<file path="src/rtl/ins_prefetch.sv">
// Instruction prefetch buffer. It keeps a small FIFO of sequential
// instruction words ahead of the core. A fetch that does not match the
// current stream redirects prefetching. The memory side allows only one
// outstanding read at a time.
module ins_prefetch #(
  parameter int DEPTH = 4
) (
  input  logic        clk,
  input  logic        nrst,
  input  logic        exIns_ren,
  input  logic [31:0] exIns_addr,
  output logic        exIns_valid,
  output logic [31:0] exIns_in,
  output logic        mem_req,
  output logic [31:0] mem_addr,
  input  logic        mem_ack,
  input  logic        mem_rvalid,
  input  logic [31:0] mem_rdata
);

  localparam int AW = (DEPTH > 1) ? $clog2(DEPTH) : 1;

  typedef enum logic [1:0] {
    ST_IDLE,
    ST_REQ,
    ST_WAIT
  } state_t;

  state_t      r_state;
  state_t      w_stateNext;

  logic [31:0] r_fifo [DEPTH];
  logic [AW-1:0] r_rdPtr;
  logic [AW-1:0] r_wrPtr;
  logic [AW:0]   r_count;

  logic [31:0] r_headAddr;
  logic [31:0] r_fetchAddr;
  logic [31:0] r_memAddr;
  logic        r_streamValid;
  logic        r_drop;

  logic [31:0] w_targetAddr;
  logic        w_match;
  logic        w_hit;
  logic        w_pending;
  logic        w_miss;
  logic        w_push;
  logic        w_issue;
  logic        w_accept;
  logic        w_hasSpace;

  // The low two address bits never take part in matching.
  assign w_targetAddr = exIns_addr & 32'hFFFF_FFFC;
  assign w_match      = (w_targetAddr == r_headAddr);
  assign w_hit        = exIns_ren && (r_count != '0) && w_match;
  assign w_pending    = exIns_ren && (r_count == '0) && r_streamValid && w_match;
  assign w_miss       = exIns_ren && !w_hit && !w_pending;
  assign w_hasSpace   = (r_count < (AW+1)'(DEPTH));

  // A redirect in the same cycle as the return discards the returned word.
  assign w_push = (r_state == ST_WAIT) && mem_rvalid && !r_drop && !w_miss;

  assign exIns_valid = w_hit;
  assign exIns_in    = w_hit ? r_fifo[r_rdPtr] : 32'h0;
  assign mem_req     = (r_state == ST_REQ);
  assign mem_addr    = r_memAddr;

  // Memory FSM next state. An issue is held back during a redirect so that
  // the first request after it already targets the new stream.
  always_comb begin
    w_stateNext = r_state;
    w_issue     = 1'b0;
    w_accept    = 1'b0;
    case (r_state)
      ST_IDLE: begin
        if (r_streamValid && w_hasSpace && !w_miss) begin
          w_stateNext = ST_REQ;
          w_issue     = 1'b1;
        end
      end
      ST_REQ: begin
        if (mem_ack) begin
          w_stateNext = ST_WAIT;
          w_accept    = 1'b1;
        end
      end
      ST_WAIT: begin
        if (mem_rvalid) begin
          w_stateNext = ST_IDLE;
        end
      end
      default: w_stateNext = ST_IDLE;
    endcase
  end

  // Memory FSM state register.
  always_ff @(posedge clk or negedge nrst) begin
    if (!nrst) begin
      r_state <= ST_IDLE;
    end else begin
      r_state <= w_stateNext;
    end
  end

  // Stream addresses, request address and the drop flag for stale reads.
  always_ff @(posedge clk or negedge nrst) begin
    if (!nrst) begin
      r_headAddr    <= 32'h0;
      r_fetchAddr   <= 32'h0;
      r_memAddr     <= 32'h0;
      r_streamValid <= 1'b0;
      r_drop        <= 1'b0;
    end else begin
      if (w_issue) begin
        r_memAddr <= r_fetchAddr;
      end
      if (w_miss) begin
        r_headAddr    <= w_targetAddr;
        r_fetchAddr   <= w_targetAddr;
        r_streamValid <= 1'b1;
      end else begin
        if (w_hit) begin
          r_headAddr <= r_headAddr + 32'd4;
        end
        if (w_accept && !r_drop) begin
          r_fetchAddr <= r_fetchAddr + 32'd4;
        end
      end
      if ((r_state == ST_WAIT) && mem_rvalid) begin
        r_drop <= 1'b0;
      end else if (w_miss && (r_state != ST_IDLE)) begin
        r_drop <= 1'b1;
      end
    end
  end

  // FIFO pointers and occupancy. A redirect flushes everything.
  always_ff @(posedge clk or negedge nrst) begin
    if (!nrst) begin
      r_rdPtr <= '0;
      r_wrPtr <= '0;
      r_count <= '0;
    end else if (w_miss) begin
      r_rdPtr <= '0;
      r_wrPtr <= '0;
      r_count <= '0;
    end else begin
      if (w_push) begin
        r_wrPtr <= r_wrPtr + AW'(1);
      end
      if (w_hit) begin
        r_rdPtr <= r_rdPtr + AW'(1);
      end
      case ({w_push, w_hit})
        2'b10:   r_count <= r_count + (AW+1)'(1);
        2'b01:   r_count <= r_count - (AW+1)'(1);
        default: r_count <= r_count;
      endcase
    end
  end

  // FIFO word storage. Contents need no reset because occupancy guards them.
  always_ff @(posedge clk) begin
    if (w_push) begin
      r_fifo[r_wrPtr] <= mem_rdata;
    end
  end

endmodule
</file>
<file path="config.mk">
export PLATFORM = sky130hd
export DESIGN_NAME = ins_prefetch
export DESIGN_NICKNAME = d
export VERILOG_FILES = /design/src/rtl/ins_prefetch.sv
export SDC_FILE = /design/constraint.sdc
export NUM_CORES = 1
export LEC_CHECK = 0
export CORE_MARGIN = 3
export CORE_UTILIZATION = 55
export CTS_CLUSTER_DIAMETER = 150
export DETAILED_ROUTE_END_ITERATION = 7
export DONT_BUFFER_PORTS = 1
export PLACE_DENSITY = 0.7
export SLEW_MARGIN = 5
export SYNTH_ARGS = -nofsm -noshare
export SYNTH_HDL_FRONTEND = slang
export SYNTH_SLANG_ARGS = --single-unit
</file>
<file path="constraint.sdc">
create_clock -name clk -period 4.4 [get_ports clk]
set_clock_uncertainty 0.1 [all_clocks]
set_input_delay 0.44 -clock clk [delete_from_list [all_inputs] [get_ports clk]]
set_output_delay 0.44 -clock clk [all_outputs]
set_load 0.01 [all_outputs]
</file>
==> summary.txt <==
Clocking
  • CTS Buf Count: 24
  • Reg clk slew, reported paths: 0.06 ns
  • Root buffer cell: clkbuf_16
  • CTS sink cnt: about 230
  • CTS resizes: 0
  • # H-tree levels: 1
  • Clock buffer depth: 3
  • Clock latency on the worst-skew pair: 0.52 ns
  • CTS tree: built

STA
  • Final Hold Viols: 0
  • Relative slew margins: 0.3887
  • Endpoints failing setup: 0
  • RSZ-0062 raised after global routing: no
  • Fin crit period: 4.014 ns
  • Actual slew at the worst max-slew pin: 0.9170 ns
  • Setup TNS: 0 ns
  • F_max: 249.2 MHz
  • Post-route setup slack: 0.3864 ns
  • Slew Limit Fails: 0
  • Period utilization: 0.9122
  • WHS: 0.01175 ns

Global route
  • GRT Overall Usage: 0.2202
  • Grt ovf: 0
  • Vias in the first global route: 7,039
  • First-pass GRT wire length: 37,950 um
  • Largest net degree at the start of global routing: approximately 100
  • Antenna violations before repair: 1

Yosys
  • Async SR Flop Fraction: 0.4410
  • Register bit total from synthesis: around 230
  • Synth unique cells: 64
  • Syn Area/Cell: 13.30 um^2
  • Post-synth top flop: edfxtp_1
  • Synth warn: 0
  • Sequential-to-total area share from yosys stat: 0.5927
  • Post-synth EDFFs: ~130
  • Cell count after synthesis: 808
  • Post-Syn Area: 0.01075 mm^2

Place
  • Placed cells: 1,034
  • Placed cell areas: 0.01095 mm^2
  • Dpl ws: 0.8958 ns
  • IO buf count: 0
  • GPL Wtd Cong: 0.9189
  • Post-DP HPWL: ~15,000 um

Route
  • Wirelength per Cell: 20.81 um
  • DRC violations left: 0
  • Via/cell ratio: 6.089
  • Via count: 6,899
  • Violation count after the first detailed-route iteration: 523
  • Pre-antenna DRT Iters: 6
  • Number of routed nets with antenna violations: 0
  • Total Routed Length: 23,580 um

Layout
  • Fraction of layout cells with a size suffix above 1: 0.1491
  • Finished Layout Cells: 1,133
  • Fin area: 0.01225 mm^2
  • Synth-to-Final Area Change: 13.99%
  • Fin nets: 931

Critical path
  • WS Path Type: reg2out
  • Critical Path Start Type: flip-flop
  • CP Max Fanout: 43
  • Crit end category: primary output
  • CP Data Arrival Time: 3.47 ns
  • Critical path required time: slightly below 4 ns

Floorplanning
  • IO Count: 135
  • Die H: 145.8 um
  • Die footprint: around 0.021 mm^2
  • CORE AREA: 0.01896 mm^2
  • Die W: 145.8 um
  • Row cnt: 50
  • Initial Util: 0.5671

Flow run
  • Max-cap violations: 0

Power
  • Leakage: 4.572 nW
  • Max IR drop VDD: 0.0004500 V
  • Power Density: roughly 430 mW/mm^2

Outcome
  • Outcome: finished clean

Hold path
  • Worst hold path class: in2reg
## area by class of cell
class / count / area [um^2]
Fill cell: 1360 / 6703
Timing Repair Buffer: 67 / 658.1
Inverter: 20 / 75.07
Clock buffer: 34 / 678.2
Multi-Input combinational cell: 513 / 4089
Clock inverter: 9 / 52.55
Antenna cell: 1 / 2.502
Tap cell: 260 / 325.3
Sequential cell: 229 / 6372
## placed cells by master, fill, tap and decap left out, types with 7 or more instances in the layout
cell type	count
o21ai_0	36
inv_1	19
and2_1	44
xnor2_1	44
nand2_1	53
and3_1	8
clkbuf_16	24
or3_1	11
nor2_1	32
a21o_1	10
dlygate4sd3_1	54
dfrtp_1	100
mux4_2	32
a21oi_1	14
nor3_1	14
buf_4	12
nand4_1	18
xor2_1	18
edfxtp_1	128
a221o_1	7
mux2_4	29
nor4_1	8
a211o_1	9
and4_1	8
nand3_1	32
## flip-flops by register name, indices dropped and copies added, names as in the netlist
signal,cells
r_wrPtr,2
r_count,3
r_streamValid,1
r_fifo,128
r_headAddr,30
r_drop,1
mem_addr,30
r_rdPtr,2
r_fetchAddr,30
r_state,2
## path summary, 6_finish.rpt
| check | from | endpoint | slack, ns | cells after the start |
|---|---|---|---|---|
| worst max-delay path | r_headAddr[24] | exIns_in[0] | 0.39 | 6 |
| worst min register to register | r_streamValid | r_streamValid | 0.39 | 1 |
| worst max register to register | r_headAddr[24] | r_headAddr[28] | 0.95 | 7 |
| worst min-delay path | exIns_addr[19] | r_fetchAddr[19] | 0.01 | 2 |
| min in group asynchronous | nrst | r_headAddr[6] | 0.46 | 2 |
| max in group asynchronous | nrst | r_fetchAddr[22] | 3.36 | 2 |
## metal layers
metal | share of wire | global-route usage | up-vias | routed length [um]
li1 | - | - | 3093 | -
met1 | 0.39 | 0.2930 | 3435 | 9172
met2 | 0.50 | 0.3738 | 314 | 11830
met3 | 0.078 | 0.04111 | 57 | 1828
met4 | 0.032 | 0.06315 | 0 | 747
met5 | 0 | 0 | - | 0
## worst max-delay path, cell delays in order (launching register included)
cell     delay, ns
dfrtp_1       0.46
xor2_1        0.22
or4_4         0.57
nor4_4        0.36
nand3_2       0.34
inv_2         0.69
and2_1        0.31
## cells by family (layout without fill, tap and decap cells)
group / after synthesis / after routing / synth area share
multiplexers: 70 / 70 / 0.1163
buffers and inverters: 67 / 130 / 0.02840
AND/OR/NAND/NOR: 266 / 266 / 0.1367
XOR/XNOR: 62 / 62 / 0.05052
other: 1 / 3 / 0.0003489
flip-flops: 229 / 229 / 0.5927
adder cells (fa/ha/maj): 7 / 7 / 0.008846
AO/OA/AOI/OAI: 106 / 106 / 0.06623
## stage by stage
step | total power (W) | utilization
2_1_floorplan | 0.003271 | -
3_3_place_gp | 0.003362 | 0.5778
3_5_place_dp | 0.003391 | 0.5778
4_1_cts | 0.005340 | 0.6463
5_1_grt | 0.005513 | 0.6464
6_report | 0.005296 | 0.6464
## repair_timing
action,4_1_cts,5_1_grt
endpoints found under the hold margin,260,0
hold buffers,55,0
buffers inserted,0,0
## synth_stat cells (2+ instances only)
master / count / area (um^2)
edfxtp_1: 128 / 3844
dfrtp_1: 101 / 2527
nand2_1: 53 / 198.9
and2_1: 44 / 275.3
xnor2_1: 44 / 385.4
o21ai_0: 36 / 180.2
mux4_2: 32 / 720.7
nand3_1: 32 / 160.2
nor2_1: 32 / 120.1
mux2_4: 29 / 435.4
clkbuf_1: 24 / 90.09
inv_1: 19 / 71.32
nand4_1: 18 / 112.6
xor2_1: 18 / 157.7
a21oi_1: 14 / 70.07
nor3_1: 14 / 70.07
and3_1: 12 / 75.07
buf_2: 12 / 60.06
or3_1: 11 / 68.82
a21o_1: 10 / 75.07
a211o_1: 9 / 78.83
and4_1: 8 / 70.07
nor4_1: 8 / 50.05
a221o_1: 7 / 70.07
ha_1: 6 / 75.07
mux2i_1: 6 / 60.06
or2_2: 6 / 37.54
nand2b_1: 5 / 31.28
o211ai_1: 5 / 37.54
or4_1: 5 / 37.54
a31oi_1: 4 / 25.02
buf_4: 4 / 30.03
nor4b_1: 4 / 35.03
a21boi_0: 3 / 22.52
buf_1: 3 / 11.26
buf_6: 3 / 33.78
mux2_2: 3 / 33.78
nor2b_1: 3 / 18.77
o311ai_0: 3 / 26.28
o31ai_1: 3 / 22.52
a22oi_1: 2 / 15.01
nor3b_1: 2 / 15.01
o21bai_1: 2 / 15.01
## report_power, final
part / internal (W) / switching [W] / leakage (nW)
Sequential: 0.00249 / 0.000260 / 2.39
Combinational: 0.000400 / 0.000282 / 1.82
Clock: 0.00107 / 0.000796 / 0.363
Note: power is estimated with default switching activity, not from simulation.
